==> src/rtl/nrs_pkg.sv <==
// ============================================================================
// Module  : nrs_pkg
// Brief   : Shared constants, LFSR tap masks and FSM encoding for the NRS Gold generator.
// Revision: 1.0
// ============================================================================
`default_nettype none

package nrs_pkg;

    localparam int          NC_DEFAULT = 1600;
    localparam int          LFSR_LEN   = 31;
    localparam logic [30:0] X1_INIT    = 31'd1;

    // Feedback taps in the shift-right form: bit i holds x(n+i).
    localparam logic [30:0] X1_TAPS    = 31'h0000_0009;
    localparam logic [30:0] X2_TAPS    = 31'h0000_000F;

    typedef enum logic [1:0] {
        ST_IDLE   = 2'd0,
        ST_WARMUP = 2'd1,
        ST_GEN    = 2'd2,
        ST_DONE   = 2'd3
    } state_t;

endpackage

`default_nettype wire

==> src/rtl/nrs_gold_lfsr_step.sv <==
// ============================================================================
// Module  : nrs_gold_lfsr_step
// Brief   : One combinational step of a 31-bit Fibonacci LFSR (shift right, new bit at MSB).
// Revision: 1.0
// ============================================================================
`default_nettype none

module nrs_gold_lfsr_step
    import nrs_pkg::*;
#(
    parameter logic [LFSR_LEN-1:0] TAPS = X1_TAPS
) (
    input  logic [LFSR_LEN-1:0] cur,
    output logic [LFSR_LEN-1:0] nxt
);

    assign nxt = {^(cur & TAPS), cur[LFSR_LEN-1:1]};

endmodule

`default_nettype wire

==> src/rtl/nrs_gold_gen_tx.sv <==
// ============================================================================
// Module  : nrs_gold_gen_tx
// Brief   : Gold-sequence c(n) generator writing WIDTH_REG bits serially into the TX NRS register.
//           NRS_GOLD_WARMUP_X8_EN: warm-up advances the LFSRs 8 steps per cycle.
// Revision: 1.0
// ============================================================================
`default_nettype none

module nrs_gold_gen_tx
    import nrs_pkg::*;
#(
    parameter int WIDTH_REG = 16,
    parameter int LINES     = $clog2(WIDTH_REG),
    parameter int NC        = NC_DEFAULT
) (
    input  logic             clk,
    input  logic             rst,
    input  logic             start,
    input  logic [30:0]      c_init,
    output logic             c_n,
    output logic             wr_en,
    output logic [LINES-1:0] wr_addr,
    output logic             busy,
    output logic             done
);

`ifdef NRS_GOLD_WARMUP_X8_EN
    localparam int STEPS = 8;
`else
    localparam int STEPS = 1;
`endif

    localparam int               WARM_CYCLES = NC / STEPS;
    localparam logic [10:0]      WARM_LAST   = 11'(WARM_CYCLES - 1);
    localparam logic [LINES-1:0] K_LAST      = LINES'(WIDTH_REG - 1);

    state_t             r_state;
    logic [30:0]        r_x1;
    logic [30:0]        r_x2;
    logic [10:0]        r_warm;
    logic [LINES-1:0]   r_k;

    logic [30:0]        w_x1_chain [0:STEPS];
    logic [30:0]        w_x2_chain [0:STEPS];

    assign w_x1_chain[0] = r_x1;
    assign w_x2_chain[0] = r_x2;

    // Chain index 1 is the single step used in GEN; index STEPS is the warm-up advance.
    generate
        for (genvar i = 0; i < STEPS; i++) begin : g_step
            nrs_gold_lfsr_step #(.TAPS(X1_TAPS)) u_x1 (
                .cur (w_x1_chain[i]),
                .nxt (w_x1_chain[i+1])
            );
            nrs_gold_lfsr_step #(.TAPS(X2_TAPS)) u_x2 (
                .cur (w_x2_chain[i]),
                .nxt (w_x2_chain[i+1])
            );
        end
    endgenerate

    always_ff @(posedge clk or negedge rst) begin
        if (!rst) begin
            r_state <= ST_IDLE;
            r_x1    <= '0;
            r_x2    <= '0;
            r_warm  <= '0;
            r_k     <= '0;
            c_n     <= 1'b0;
            wr_en   <= 1'b0;
            wr_addr <= '0;
            busy    <= 1'b0;
            done    <= 1'b0;
        end else begin
            case (r_state)
                ST_IDLE: begin
                    done <= 1'b0;
                    if (start) begin
                        r_x1    <= X1_INIT;
                        r_x2    <= c_init;
                        r_warm  <= '0;
                        r_k     <= '0;
                        busy    <= 1'b1;
                        r_state <= ST_WARMUP;
                    end
                end
                ST_WARMUP: begin
                    r_x1   <= w_x1_chain[STEPS];
                    r_x2   <= w_x2_chain[STEPS];
                    r_warm <= r_warm + 11'd1;
                    if (r_warm == WARM_LAST) begin
                        r_state <= ST_GEN;
                    end
                end
                ST_GEN: begin
                    c_n     <= r_x1[0] ^ r_x2[0];
                    wr_en   <= 1'b1;
                    wr_addr <= r_k;
                    r_x1    <= w_x1_chain[1];
                    r_x2    <= w_x2_chain[1];
                    r_k     <= r_k + LINES'(1);
                    if (r_k == K_LAST) begin
                        r_state <= ST_DONE;
                    end
                end
                ST_DONE: begin
                    wr_en   <= 1'b0;
                    busy    <= 1'b0;
                    done    <= 1'b1;
                    r_state <= ST_IDLE;
                end
                default: r_state <= ST_IDLE;
            endcase
        end
    end

endmodule

`default_nettype wire

==> config.mk <==
export PLATFORM = sky130hd
export DESIGN_NAME = nrs_gold_gen_tx
export DESIGN_NICKNAME = d
export VERILOG_FILES = /design/src/rtl/nrs_pkg.sv /design/src/rtl/nrs_gold_lfsr_step.sv /design/src/rtl/nrs_gold_gen_tx.sv
export SDC_FILE = /design/constraint.sdc
export NUM_CORES = 1
export LEC_CHECK = 0
export ABC_AREA = 0
export CAP_MARGIN = 20
export CORE_MARGIN = 3
export CORE_UTILIZATION = 56
export DETAILED_ROUTE_END_ITERATION = 10
export PLACE_DENSITY_LB_ADDON = 0.12
export SLEW_MARGIN = 10
export SYNTH_ARGS = -nofsm -noshare
export SYNTH_HDL_FRONTEND = slang
export SYNTH_SLANG_ARGS = --single-unit
==> constraint.sdc <==
create_clock -name clk -period 2.25 [get_ports clk]
set_input_delay 0.3375 -clock clk [delete_from_list [all_inputs] [get_ports clk]]
set_output_delay 0.3375 -clock clk [all_outputs]
set_load 0.02 [all_outputs]
# Word level (Yosys, flattened, before mapping)
# Index checks and enable logic that the tools add are counted.
[op_classes] magnitude_cmp=0 n_eq_ne=8 multipliers=0 reduce_logical=14 n_shift=0 muxes=16 n_addsub=2 n_bitwise=1 div_mod_pow=0
[op_table] op="31-bit one-hot mux with 2 select lines" count=2
[op_table] op="31-bit 2-to-1 mux" count=2
[op_table] op="31-bit XOR reduction" count=2
[op_table] op="11-bit one-hot mux with 2 select lines" count=1
[op_table] op="11-bit by 1-bit adder with 11-bit output, second input constant" count=1
[op_table] op="11-bit equality test, second input constant" count=1
[op_table] op="11-bit 2-to-1 mux" count=1
[op_table] op="2-bit nonzero test" count=5
[op_table] op="2-bit one-hot mux with 4 select lines" count=1
[op_table] op="4-bit one-hot mux with 2 select lines" count=1
[op_table] op="2-bit AND reduction" count=4
[op_table] op="2-bit 2-to-1 mux" count=3
[op_table] op="2-bit inequality test, second input constant" count=3
[op_table] op="1-bit one-hot mux with 2 select lines" count=3
[op_table] op="4-bit by 1-bit adder with 4-bit output, second input constant" count=1
[op_table] op="2-bit equality test, second input constant" count=2
[op_table] op="4-bit equality test, second input constant" count=1
[op_table] op="4-bit 2-to-1 mux" count=1
[op_table] op="3-bit AND reduction" count=1
[op_table] op="2-bit by 1-bit equality test with 1-bit output, second input constant" count=1
[op_table] op="2-bit logical NOT" count=1
[op_table] op="2-bit OR reduction" count=1
[op_table] op="1-bit 2-to-1 mux" count=1
[op_table] op="1-bit bitwise XOR" count=1
[totals] elab_cells=51 mem_count=0 inputBits=34 latch_bits=0 ramBits=0 output_inout_bits=8 mem_bits_ro=0 regBits=87

# Logic depth before layout (Yosys ltp)
# Gate-level depths: netlist of the first run.
[logic_depth] word_depth=4 ltp_mapped=8 depth_no_buf=6

# Hierarchy
# A second synthesis of the first run with hierarchy kept.
[unflattened] cells_unflattened=414 hier_area_um2=4408.0
[modules_own_cells] module="nrs_gold_gen_tx" n_inst=1 seq_area_each_um2=2177.1 area_per_inst_um2=3922.5 cells_each=350
[modules_own_cells] module="nrs_gold_lfsr_step at g_step[0].u_x2" n_inst=1 seq_area_each_um2=0.0 area_per_inst_um2=251.5 cells_each=33
[modules_own_cells] module="nrs_gold_lfsr_step at g_step[0].u_x1" n_inst=1 seq_area_each_um2=0.0 area_per_inst_um2=234.0 cells_each=31

# Worst setup path before layout of the first run
# Ideal clock, no wire load.
[synth_timing] path_kind="reg2reg" startpoint="reg r_state[0]" endpoint="reg r_x2[19]" path_stages_with_launch=8 arrival_ps=1631 period_less_slack_ps=1767 required_time_ps=2113 path_slack_ps=483 setup_time_ps=137 n_path_buf=3 cell_sequence="dfrtp_1 > inv_1 > ha_1 > buf_2 > mux2i_1 > buf_2 > clkbuf_1 > o21ai_0"
[synth_via] elab_chain_cells=4 word_cells_on_any_way=8 classes_between="3 x eq/ne; 1 x mux; 4 x reduce/logical"
[synth_rtl] item="start, declared" line="nrs_gold_gen_tx.sv:37" source="state_t r_state;"
[synth_rtl] item="start signal, assigned" line="nrs_gold_gen_tx.sv:65" source="r_state <= ST_IDLE;"
[synth_rtl] item="start signal, assigned" line="nrs_gold_gen_tx.sv:85" source="r_state <= ST_WARMUP;"
[synth_rtl] item="start signal, assigned" line="nrs_gold_gen_tx.sv:93" source="r_state <= ST_GEN;"
[synth_rtl] item="2-bit equality test or 2-bit by 1-bit equality test with 1-bit output (tied branches)" line="nrs_gold_gen_tx.sv:76" source="case (r_state)"
[synth_rtl] item="2-bit OR reduction (no source line)"
[synth_rtl] item="2-bit nonzero test (no source line)"
[synth_rtl] item="2-bit AND reduction (no source line)"
[synth_rtl] item="end signal, assigned" line="nrs_gold_gen_tx.sv:81" source="r_x2 <= c_init;"
[synth_rtl] item="end signal, assigned" line="nrs_gold_gen_tx.sv:90" source="r_x2 <= w_x2_chain[STEPS];"
[synth_rtl] item="end signal, assigned" line="nrs_gold_gen_tx.sv:101" source="r_x2 <= w_x2_chain[1];"
[synth_rtl] item="end, declared" line="nrs_gold_gen_tx.sv:39" source="logic [30:0] r_x2;"
# Several ways; a longest one is shown, not always the timed one.
# A chain may end at the register's enable or synchronous reset.

# Worst setup path in the final report of the first run
[layout_timing] startpoint="reg r_state[1]" endpoint="reg r_x2[15]"
# The elaborated chain is that of the path after synthesis.

==> results of run 1 <==
layout make-up:
type,count,area (um2),area share [%]
flip-flops and latches,87,2177,46.94
multi-input cells,225,1577,33.99
repair buffers,54,533.0,11.49
clock buffers,12,155.1,3.345
well taps,77,96.34,2.077
clock inverters,4,77.57,1.673
inverters,6,22.52,0.4856
cell usage in the layout (no fill, tap or decap), drive strengths merged:
master | Yosys | final
a21oi | 4 | 4
xor2 | 3 | 3
inv | 6 | 6
mux2 | 5 | 5
nand2b | 1 | 1
clkbuf | 8 | 12
bufinv | 0 | 2
nand3b | 2 | 2
ha | 7 | 7
nor2 | 16 | 16
clkdlybuf4s50 | 0 | 40
o21ai | 40 | 40
xnor2 | 13 | 13
a32oi | 3 | 3
nand4b | 1 | 1
nor3 | 4 | 4
mux2i | 37 | 37
nand4 | 3 | 3
a211oi | 1 | 1
dlygate4sd3 | 0 | 1
o41ai | 1 | 1
and2 | 1 | 1
nor2b | 4 | 4
nor4 | 4 | 4
nand3 | 2 | 2
a22o | 30 | 30
a22oi | 1 | 1
and3 | 1 | 1
nor3b | 1 | 1
clkinv | 0 | 2
dfrtp | 87 | 87
buf | 15 | 13
nand2 | 39 | 39
nand4bb | 1 | 1
kinds of logic (layout without fill, tap and decap cells):
logic type / Yosys count / after routing
buf+inv: 29 / 76
xor+xnor: 16 / 16
fa+ha+maj: 7 / 7
mux: 42 / 42
simple gates: 80 / 80
flops: 87 / 87
compound gates: 80 / 80
worst min path at each step:
stage          from   endpoint  slack, ns  cells after the start
2_1_floorplan   rst       busy       0.04                      0
4_1_cts         rst  r_warm[6]       0.47                      2
5_1_grt         rst  r_warm[6]       0.50                      2
6_report        rst  r_warm[6]       0.46                      2
3_5_place_dp    rst  r_warm[6]       0.32                      1
3_3_place_gp    rst  r_warm[6]       0.31                      1
flip-flops by register name (all words and copies together) (netlist names):
register,count
busy,1
wr_en,1
r_x2,31
r_k,4
r_warm,11
r_state,2
r_x1,31
c_n,1
done,1
wr_addr,4
metal layers:
layer,global-route usage [%],wire (um)
met4,8.931,108
met3,3.041,210
met5,0,0
met2,31.24,3241
met1,26.78,3444
metrics by stage:
step	std cells	utilization [%]	hold WS, ns	worst slack (ns)	cell area [um2]
after floorplan	341	-	0.04191	0.4826	3860
after global placement	448	67.30	0.3141	0.3143	4395
after detailed placement	448	67.30	0.3207	0.2808	4395
after CTS	465	71.02	0.4715	0.2382	4638
after global routing	465	71.02	0.5032	0.1265	4638
final	465	71.02	0.4644	0.2811	4638
power by group:
group	switching [mW]	leakage (nW)	internal, mW	total, mW
sequential	0	1.17	1.56	1.56
clock	0.544	0.117	0.691	1.23
combinational	0.0425	0.964	0.0594	0.102
total	0.587	2.26	2.31	2.90
what timing repair did:
action | CTS | global route
endpoints found under the hold margin | 33 | 0
hold buffers | 1 | 0
resized for setup | 0 | 0
endpoints found under the setup margin | 0 | 0
==> impl_metrics.yaml, run 1 <==
grt:
  grt_overflow: 0
  grt_max_degree: 82
  grt_pass1_wl_um: 11920
  track_usage_pct: 19.63
  antenna_found_initial: 0
  grt_pass1_vias: 2594
route:
  wl_per_cell_um: 15.06
  vias: 2608
  antenna_left: 0
  drt_iter0_drc: 104
  vias_per_cell: 5.609
  routed_wl_um: 7004
  drc: 0
  dr.pass1.iters: 5
yosys:
  yosys.cell_count.top_type: "dfrtp_1"
  ys_ff_latch: 87
  synthSimpleGateAreaFrac_pct: 9.498
  synth_common_cells: "87 x dfrtp_1, 40 x o21ai_0, 39 x nand2_1, 37 x mux2i_1, 30 x a22o_1"
  synth_cells: 341
  syn_nets: 382
  synthAdderAreaFrac_pct: 2.269
  synth.area.top_cells: "dfrtp_1 56%, mux2i_1 9.6%, a22o_1 6.8%"
  postSynth.asyncResetShare_pct: 100.0
  ys_warn_count: 0
  ys_types: 32
  synth_edf_count: 0
  synthMuxAreaShare_pct: 11.05
  synth_top_area_share_pct: 56.40
  synth_xor_area_share_pct: 3.630
  synth_flop_cell: "dfrtp_1"
  synth_area_um2: 3860
  ys_seq_area_share_pct: 56.40
  synth_compound_area_share_pct: 14.00
  synth_top_area_cell: "dfrtp_1"
  synth_top_family_by_area: "compound AO/OA/AOI/OAI gates"
  syn_area_per_cell_um2: 11.32
cells_and_area:
  drive_above_1_share_pct: 9.278
  syn2layout_area_growth_pct: 20.16
  diodes: 0
  layout.nets: 424
  n_fill_cell: 497
worst_setup_path:
  r2r-start: "r_state[1]"
  cpPeakStageDelay_ns: 0.65
  path_cells: "inv_1 -> ha_2 -> buf_4 -> mux2i_1 -> o21ai_0"
  crit_required_ns: 2.47
  crit_start: "r_state[1]"
  crit_type: "flip-flop to flip-flop"
  path_depth: 5
  worstSetupEndpointType: "flip-flop"
  rr_worst_depth: 5
  cp_max_fo: 16
  rr_endpoint: "r_x2[15]"
  cp_top_family: "adder cells"
  crit_arrival_ns: 2.19
  crit_end: "r_x2[15]"
  cp_num_buf_inv: 2
  rrSetupSlack_ns: 0.28
  cpMaxStageDelayCell: "ha_2"
  startpoint_type: "flip-flop"
timing:
  fmax_ghz: 0.5079
  drv_slew: 0
  worst_slew_pin_slew_ns: 0.4876
  finalSetupViolCount: 0
  hold_violations: 0
  fin_tns_setup_ns: 0
  finalCritPeriodShare_pct: 87.51
  fin_worst_skew_ns: 0.01161
  layout_min_cycle_time_ns: 1.969
  rsz0062_at_grt: "no"
  slew_headroom_pct: 67.50
clocking:
  numCtsBuffers: 9
  insertion_delay_ns: 0.35
  post_cts_buffers: 0
  cts_htree_levels: 3
  cts_tree: "built"
  cts.sinks: 87
  ctsLongestPathBuffers: 2
  clk_pin_slew_ns: 0.09
  cts_root_buf: "clkbuf_8"
pwr:
  vdd_drop_max_mv: 0.4080
  cellLeakagePower_nw: 2.256
  p_per_area_nw_per_um2: 624.9
  p_total_mw: 2.899
status:
  outcome: "finished, final reports clean"
place:
  port_buffers: 41
  place_hpwl_um: 4596
  place.gp.congestion: 0.7994
run:
  cap_violations: 0
floorplan:
  core.rowCount: 29
  die_area_um2: 7925
  die_w_um: 89.02
  ioPinCount: 42
  initial_core_util_pct: 59.10
  die-height_um: 89.02
  core-area_um2: 6531
hold_path:
  hp-class: "input pin to async pin"
No activity file was read; power rests on OpenSTA's default activity.
==> run 2, diff against run 1 <==
CORE_UTILIZATION = 60   (was 56)
clock period = 2.4 ns   (was 2.25 ns; I/O delays follow)
==> impl_metrics.yaml, run 2 (synthesized netlist as in run 1, its figures left out) <==
timing:
  fmax_ghz: 0.4976
  finalSetupViolCount: 0
  hold_violations: 0
  worst_slew_pin_slew_ns: 0.6515
  drv_slew: 0
  layout_min_cycle_time_ns: 2.010
  fin_tns_setup_ns: 0
  fin_worst_skew_ns: 0.01028
  finalCritPeriodShare_pct: 83.74
  slew_headroom_pct: 55.32
  rsz0062_at_grt: "no"
floorplan:
  core.rowCount: 28
  die-height_um: 86.21
  ioPinCount: 42
  die_area_um2: 7431
  initial_core_util_pct: 63.69
  die_w_um: 86.21
  core-area_um2: 6061
pwr:
  cellLeakagePower_nw: 2.220
  p_per_area_nw_per_um2: 550.2
  combinationalPowerShare_pct: 3.7
  p_sw_share_pct: 23.10
  pwr-share-clk_pct: 38.2
  vdd_drop_max_mv: 0.5775
  switching_power_mw: 0.5822
  pwr-share-seq_pct: 58.1
  power.internal_mw: 1.938
worst_setup_path:
  cp_max_fo: 9
  cpMaxStageDelayCell: "mux2i_1"
  crit_type: "flip-flop to flip-flop"
  cp_top_family: "multiplexers"
  startpoint_type: "flip-flop"
  crit_arrival_ns: 2.26
  worstSetupEndpointType: "flip-flop"
  cpPeakStageDelay_ns: 0.61
  rrSetupSlack_ns: 0.39
  path_cells: "inv_1 -> ha_2 -> mux2i_1 -> nor4_1 -> xnor2_1 -> nor2_1"
  cp_num_buf_inv: 1
  crit_required_ns: 2.65
route:
  vias: 2623
  antenna_left: 0
  drc: 0
  vias_per_cell: 5.702
  drt_iter0_drc: 185
  routed_wl_um: 6788
  dr.pass1.iters: 4
  wl_per_cell_um: 14.76
cells_and_area:
  drive_above_1_share_pct: 8.831
  final_common_cell: "dfrtp_1"
  finalInstanceArea_um2: 4581
  final_cell_mix: "87 x dfrtp_1, 40 x o21ai_0, 40 x clkdlybuf4s50_1"
  fin_util_pct: 75.58
  multi_input_area_um2: 1577
  top_regs: "r_x1 (31), r_x2 (31), r_warm (11)"
  seq_area_um2: 2177
  diodes: 0
  syn2layout_area_growth_pct: 18.67
  n_fill_cell: 425
  layout.nets: 421
place:
  port_buffers: 41
  placed_area_um2: 4383
  place_hpwl_um: 4509
  place.gp.congestion: 0.8117
clocking:
  cts_htree_levels: 3
  insertion_delay_ns: 0.35
  cts.sinks: 87
  ctsResizeCount: 0
  clk_pin_slew_ns: 0.09
  numCtsBuffers: 9
  ctsLongestPathBuffers: 2
  cts_tree: "built"
  cts_root_buf: "clkbuf_8"
grt:
  grt_max_degree: 94
  grt_pass1_vias: 2539
  track_usage_pct: 20.23
  grt_pass1_wl_um: 11860
  antenna_found_initial: 0
  grt_overflow: 0
run:
  cap_violations: 0
status:
  outcome: "finished, final reports clean"
hold_path:
  hp-class: "flip-flop to flip-flop"
==> run 2: cell types whose count changed in the layout (fill, tap and decap cells not counted) <==
cell	previous run	this run
clkbuf_8	11	10
buf_12	2	3
buf_4	11	7
clkinvlp_4	0	2
clkbuf_1	1	0
clkinv_4	2	0
bufinv_16	2	0
inv_6	0	4
==> run 2: repair_timing <==
item	CTS	global route
setup endpoints to repair	0	0
hold buffers	1	0
hold endpoints to repair	36	0
buffers inserted	0	0
==> run 2: worst paths after layout <==
path	from	cells after the start	endpoint
worst max-delay path	r_state[0]	6	r_warm[7]
min in group asynchronous	rst	2	r_warm[9]
worst min register to register	r_x2[18]	2	r_x2[18]
worst max register to register	r_state[0]	6	r_warm[7]
worst min-delay path	r_x2[18]	2	r_x2[18]
max in group asynchronous	rst	3	r_warm[6]
==> run 2: per-layer routing <==
layer	share of wire [%]	track usage, %	up-vias
met4	1.1	6.374	0
met1	47	29.45	1282
met3	4.4	4.563	5
met5	0	0	-
met2	47	30.62	54
li1	-	-	1282
==> run 2: tightest hold or removal path: stages (launching register included) <==
cell and delay (ns):
dfrtp_1 0.35, nand2_1 0.04, o21ai_0 0.06
==> run 2: area by class of cell <==
| class | count | area share [%] |
|---|---|---|
| Multi-Input combinational cell | 225 | 34.42 |
| Clock buffer | 10 | 3.005 |
| Timing Repair Buffer | 51 | 11.42 |
| Sequential cell | 87 | 47.53 |
| Tap cell | 75 | 2.049 |
| Clock inverter | 6 | 1.093 |
| Inverter | 6 | 0.4917 |
==> run 2: power by group through the flow <==
stage | logic, mW | clock network (mW) | registers [mW]
2_1_floorplan | 0.00666 | 0 | 1.49
3_3_place_gp | 0.0949 | 0 | 1.49
3_5_place_dp | 0.0952 | 0 | 1.49
4_1_cts | 0.0964 | 0.979 | 1.46
5_1_grt | 0.103 | 1.05 | 1.46
6_report | 0.0936 | 0.962 | 1.46
==> run 2: stage by stage <==
stage	cells	power, mW	hold WS (ns)	setup slack (ns)
floorplan	341	1.501	0.06441	0.6326
global placement	443	1.588	0.3524	0.4328
detailed placement	443	1.589	0.3568	0.4016
CTS	460	2.540	0.4906	0.3913
global route	460	2.615	0.5104	0.1830
finish	460	2.520	0.4849	0.3902
